<file path="config.mk">
export PLATFORM = sky130hd
export DESIGN_NAME = tile_renderer
export DESIGN_NICKNAME = d
export VERILOG_FILES = /design/src/rtl/vga_pkg.sv /design/src/rtl/tile_renderer_frame_timer.sv /design/src/rtl/tile_renderer.sv
export SDC_FILE = /design/constraint.sdc
export NUM_CORES = 1
export LEC_CHECK = 0
export CAP_MARGIN = 20
export CORE_ASPECT_RATIO = 1.5
export CORE_MARGIN = 2
export CORE_UTILIZATION = 35
export DETAILED_ROUTE_END_ITERATION = 8
export GPL_ROUTABILITY_DRIVEN = 0
export PLACE_DENSITY_LB_ADDON = 0.25
export SYNTH_ARGS = -nofsm -noshare
export SYNTH_HDL_FRONTEND = slang
export SYNTH_SLANG_ARGS = --single-unit
</file>
<file path="constraint.sdc">
create_clock -name clk -period 2.8 [get_ports clk]
set_input_delay 0.7 -clock clk [delete_from_list [all_inputs] [get_ports clk]]
set_output_delay 0.7 -clock clk [all_outputs]
set_load 0.01 [all_outputs]
</file>
<file path="src/rtl/vga_pkg.sv">
// rtl/vga_pkg.sv - shared VGA geometry, palette constants and map-word layout
package vga_pkg;

  localparam int H_DISP     = 640;
  localparam int V_DISP     = 480;
  localparam int TILE_SHIFT = 3;
  localparam int RGB_W      = 12;
  localparam int TILE_W     = 6;
  localparam int PAL_W      = 2;

  typedef logic [RGB_W-1:0] rgb_t;

  typedef struct packed {
    logic [PAL_W-1:0]  pal;
    logic [TILE_W-1:0] tile;
  } map_word_t;

  localparam rgb_t PAL0 = 12'h00F;  // wall blue
  localparam rgb_t PAL1 = 12'hFFF;  // dots
  localparam rgb_t PAL2 = 12'hFF0;  // pacman
  localparam rgb_t PAL3 = 12'hFA8;  // power pellet
  localparam rgb_t BG   = 12'h000;

  // Palette 3 blinks: blink_off selects the background instead of its colour.
  function automatic rgb_t pal_colour(input logic [PAL_W-1:0] pal, input logic blink_off);
    rgb_t c;
    c = BG;
    case (pal)
      2'd0: c = PAL0;
      2'd1: c = PAL1;
      2'd2: c = PAL2;
      2'd3: c = blink_off ? BG : PAL3;
      default: c = BG;
    endcase
    return c;
  endfunction

endpackage

</file>
<file path="src/rtl/tile_renderer_frame_timer.sv">
// rtl/tile_renderer_frame_timer.sv - vsync falling-edge detect, frame tick and frame counter
module frame_timer (
  input  logic       clk,
  input  logic       rst,
  input  logic       pix_ce,
  input  logic       vsync_in,
  output logic       frame_tick,
  output logic [7:0] frame_cnt
);

  logic       r_vs_prev;
  logic       r_tick;
  logic [7:0] r_cnt;
  logic       w_fall;

  // Previous sample resets high so a low first sample after reset counts as a frame start.
  assign w_fall = pix_ce && r_vs_prev && !vsync_in;

  always_ff @(posedge clk) begin
    if (rst) begin
      r_vs_prev <= 1'b1;
      r_tick    <= 1'b0;
      r_cnt     <= 8'd0;
    end else begin
      r_tick <= w_fall;
      if (pix_ce) r_vs_prev <= vsync_in;
      if (w_fall) r_cnt <= r_cnt + 8'd1;
    end
  end

  assign frame_tick = r_tick;
  assign frame_cnt  = r_cnt;

endmodule

</file>
<file path="src/rtl/tile_renderer.sv">
// rtl/tile_renderer.sv - three-stage tile-map/glyph pixel pipeline with aligned sync outputs
module tile_renderer #(
  parameter int MAP_COLS  = 80,
  parameter int MAP_ROWS  = 60,
  parameter int H_DISP    = vga_pkg::H_DISP,
  parameter int V_DISP    = vga_pkg::V_DISP,
  parameter int BLINK_BIT = 4
) (
  input  logic        clk,
  input  logic        rst,
  input  logic        pix_ce,
  input  logic [10:0] x,
  input  logic [10:0] y,
  input  logic        hsync_in,
  input  logic        vsync_in,
  output logic [12:0] map_addr,
  input  logic [7:0]  map_data,
  output logic [8:0]  glyph_addr,
  input  logic [7:0]  glyph_data,
  output logic [11:0] rgb,
  output logic        hsync,
  output logic        vsync,
  output logic        frame_tick,
  output logic [7:0]  frame_cnt
);

  import vga_pkg::*;

  logic       r_active0, r_active1;
  logic [2:0] r_px0, r_py0, r_px1;
  logic [1:0] r_pal1;
  logic       r_hs0, r_vs0, r_hs1, r_vs1;

  logic       w_active0;
  logic [7:0] w_col, w_row;
  logic [12:0] w_map_addr;
  map_word_t  w_map;
  logic       w_bit;
  rgb_t       w_colour;

  assign w_col      = x[10:TILE_SHIFT];
  assign w_row      = y[10:TILE_SHIFT];
  // Wrapped negatives land far above H_DISP/V_DISP, so a plain unsigned compare covers them.
  assign w_active0  = (x < 11'(H_DISP)) && (y < 11'(V_DISP)) && (w_row < 8'(MAP_ROWS));
  assign w_map_addr = 13'(w_row) * 13'(MAP_COLS) + 13'(w_col);
  assign w_map      = map_word_t'(map_data);
  assign w_bit      = glyph_data[3'd7 - r_px1];

  always_comb begin
    w_colour = BG;
    if (w_bit) w_colour = pal_colour(r_pal1, frame_cnt[BLINK_BIT]);
  end

  always_ff @(posedge clk) begin
    if (rst) begin
      map_addr   <= 13'd0;
      r_active0  <= 1'b0;
      r_px0      <= 3'd0;
      r_py0      <= 3'd0;
      r_hs0      <= 1'b1;
      r_vs0      <= 1'b1;
      glyph_addr <= 9'd0;
      r_pal1     <= 2'd0;
      r_px1      <= 3'd0;
      r_active1  <= 1'b0;
      r_hs1      <= 1'b1;
      r_vs1      <= 1'b1;
      rgb        <= 12'h000;
      hsync      <= 1'b1;
      vsync      <= 1'b1;
    end else if (pix_ce) begin
      map_addr   <= w_map_addr;
      r_active0  <= w_active0;
      r_px0      <= x[2:0];
      r_py0      <= y[2:0];
      r_hs0      <= hsync_in;
      r_vs0      <= vsync_in;

      glyph_addr <= {w_map.tile, r_py0};
      r_pal1     <= w_map.pal;
      r_px1      <= r_px0;
      r_active1  <= r_active0;
      r_hs1      <= r_hs0;
      r_vs1      <= r_vs0;

      rgb        <= r_active1 ? w_colour : 12'h000;
      hsync      <= r_hs1;
      vsync      <= r_vs1;
    end
  end

  frame_timer u_frame_timer (
    .clk        (clk),
    .rst        (rst),
    .pix_ce     (pix_ce),
    .vsync_in   (vsync_in),
    .frame_tick (frame_tick),
    .frame_cnt  (frame_cnt)
  );

endmodule

</file>
==> impl_metrics.env <==
export IMPL_fin_util=0.533
export IMPL_seqPwrFrac=0.456
export IMPL_final_common_cell="clkdlybuf4s50_1"
export IMPL_avgSynthCellArea_um2=9.74
export IMPL_p_per_area_nw_per_um2=469
export IMPL_grt_max_degree=54
export IMPL_async_flop_share=0
export IMPL_start_util=0.363
export IMPL_placed_cell_area_um2=3720
export IMPL_combPwrFrac=0.248
export IMPL_num_fill_cells=718
export IMPL_port_buffers=87
export IMPL_ys_ff_latch=54
export IMPL_relSlewSlack=0.643
export IMPL_switching_share=0.265
export IMPL_cts_htree_levels=2
export IMPL_clkPwrFrac=0.296
export IMPL_critPathKind="primary input to flip-flop"
export IMPL_clock_sinks=54
export IMPL_synth_edff_count=0
export IMPL_grt_pass1_wl_mm=9.20
export IMPL_core_area_um2=7320
export IMPL_final_cell_mix="clkdlybuf4s50_1, dfxtp_1, nor2_1, mux2i_1, buf_4"
export IMPL_dr_pass1_iters=4
export IMPL_die_x_um=75.2
export IMPL_root_buffer="clkbuf_8"
export IMPL_ant_nets=0
export IMPL_die_area_um2=8330
export IMPL_io_pins=88
export IMPL_fin_skew_ns=0.0127
export IMPL_wl_per_cell_um=12.1
export IMPL_timing_fmax_mhz=373
export IMPL_die_height_um=111
export IMPL_overflow=0
export IMPL_dp_cells=465
export IMPL_ctsHoldBuffers=0
export IMPL_hp_class="flip-flop to flip-flop"
export IMPL_ys_seq_area_frac=0.406
export IMPL_drive_above_1_share=0.144
export IMPL_cts_buffers=5
export IMPL_clk_pin_slew_ns=0.09
export IMPL_hpwl_mm=4.38
export IMPL_design_area_um2=3910
export IMPL_synth_top_family_by_area="simple AND/OR/NAND/NOR gates"
export IMPL_min_period_ns=2.68
export IMPL_finalSetupViolations=0
export IMPL_clockBufferDepth=2
export IMPL_drc=0
export IMPL_cap_violations=0
export IMPL_period_share=0.959
export IMPL_ys_types=41
export IMPL_p_total_w=0.00183
export IMPL_ir_worst_vdd_mv=0.255
export IMPL_muxShareOfSynthArea=0.134
export IMPL_antenna_found_initial=0
export IMPL_crit_path_start_kind="primary input"
export IMPL_p_int_w=0.00135
export IMPL_synthesis_area_um2=2660
export IMPL_cp_required_ns=3.00
export IMPL_diodes=0
export IMPL_yosysWarnings=0
export IMPL_p_leak_nw=1.64
export IMPL_drt_iter0_drc=42
export IMPL_status="complete, no violations"
export IMPL_regArea_um2=1080
export IMPL_critPathMaxFanout=2
export IMPL_cp_end_kind="flip-flop"
export IMPL_worstPathArrival_ns=2.89
export IMPL_synth_xor_area_frac=0.0522
export IMPL_synth_cells=273
export IMPL_syn_num_nets=338
export IMPL_tightestPinTransition_ns=0.536
export IMPL_synth_compound_area_frac=0.0898
export IMPL_final_cell_count_no_fill=474
export IMPL_switchingPower_w=0.000484
export IMPL_row_count=38
export IMPL_grtUsageTotal=0.141
export IMPL_multi_input_area_um2=1500
export IMPL_yosys_area_share_simple=0.158
export IMPL_synthToLayoutAreaGrowth_pct=46.8
export IMPL_tritoncts="yes"
export IMPL_slew_violations=0
export IMPL_fin_nets=438
export IMPL_wl_mm=5.75
export IMPL_vias_per_cell=4.62
export IMPL_vias=2190
export IMPL_synthAdderAreaFrac=0.109
export IMPL_clk_latency_ns=0.32
export IMPL_finalHoldViolCount=0
export IMPL_synthFlopType="dfxtp_1"
export IMPL_grt_setup_unrepaired="false"
export IMPL_grt_pass1_vias=2059
-- per-layer routing --
layer / GRT usage / wire length (um) / vias up
met2: 0.247 / 2970 / 62
li1: - / - / 1131
met1: 0.161 / 2360 / 991
met4: 0.0491 / 93 / 0
met3: 0.0318 / 337 / 6
met5: 0 / 0 / -
-- worst paths after layout --
path                                from            to  slack, ns  cells after the start
worst min register to register    rgb[3]        rgb[3]       0.47                      2
worst max register to register  r_px1[0]        rgb[6]       1.24                      5
worst min-delay path              rgb[3]        rgb[3]       0.47                      2
worst max-delay path                y[4]  map_addr[12]       0.12                     11
-- cell families after synthesis --
group                    count (synthesis)
multiplexers                            33
AND/OR/NAND/NOR                         89
XOR/XNOR                                15
flip-flops                              54
adder cells (fa/ha/maj)                 22
AO/OA/AOI/OAI                           33
buffers and inverters                   27
-- critical path, stage by stage --
cell and delay [ns]:
dlygate4sd2_1 0.25, ha_1 0.28, ha_2 0.17, inv_1 0.05, fa_2 0.36, nand2b_4 0.17
a21oi_4 0.17, xor2_2 0.17, nand3_2 0.12, mux2i_1 0.13, a311o_1 0.31
-- synth_stat cells, drive strengths merged (5+ instances only) --
| master | count | area, um^2 |
|---|---|---|
| a211o | 5 | 43.8 |
| inv | 7 | 26.3 |
| mux2i | 31 | 310 |
| nor2 | 50 | 193 |
| dfxtp | 54 | 1080 |
| buf | 12 | 80.1 |
| nand2 | 12 | 45.0 |
| xnor2 | 8 | 70.1 |
| clkbuf | 8 | 30.0 |
| a211oi | 7 | 62.6 |
| xor2 | 7 | 68.8 |
| ha | 20 | 250 |
| a21oi | 8 | 40.0 |
-- what timing repair did --
item,CTS,global route
setup endpoints to repair,1,2
gates resized for setup,9,6
setup buffers,0,1
pin swaps,5,5
-- power by group through the flow --
| stage | sequential, W | clock, W | combinational (W) |
|---|---|---|---|
| 2_1_floorplan | 0.000862 | 0 | 0.000214 |
| 3_3_place_gp | 0.000851 | 0 | 0.000428 |
| 3_5_place_dp | 0.000853 | 0 | 0.000433 |
| 4_1_cts | 0.000836 | 0.000559 | 0.000438 |
| 5_1_grt | 0.000840 | 0.000589 | 0.000501 |
| 6_report | 0.000835 | 0.000541 | 0.000454 |
-- final cells by class --
cell class / instances / area share
multi-input cells: 192 / 0.385
flip-flops and latches: 54 / 0.277
repair buffers: 113 / 0.270
well taps: 100 / 0.0320
clock buffers: 5 / 0.0176
clock inverters: 3 / 0.0122
inverters: 7 / 0.00673
-- stage by stage --
step                      setup WS [ns]  TNS (ns)  hold slack, ns
after floorplan                  0.0508         0           0.431
after global placement           -0.440     -1.13           0.442
after detailed placement         -0.500     -1.34           0.451
after CTS                        0.0250         0           0.472
after global routing             0.0135         0           0.492
final                             0.116         0           0.470
-- flip-flops by register name, summed over array words and instances, names as in the netlist --
register / flops
r_px1: 3
r_hs0: 1
map_addr: 13
hsync: 1
glyph_addr: 9
r_vs1: 1
u_frame_timer.r_vs_prev: 1
r_pal1: 2
r_active0: 1
r_px0: 3
rgb: 4
r_active1: 1
u_frame_timer.frame_tick: 1
r_hs1: 1
r_py0: 3
u_frame_timer.frame_cnt: 8
vsync: 1
Power figures use the tool's default switching activity.
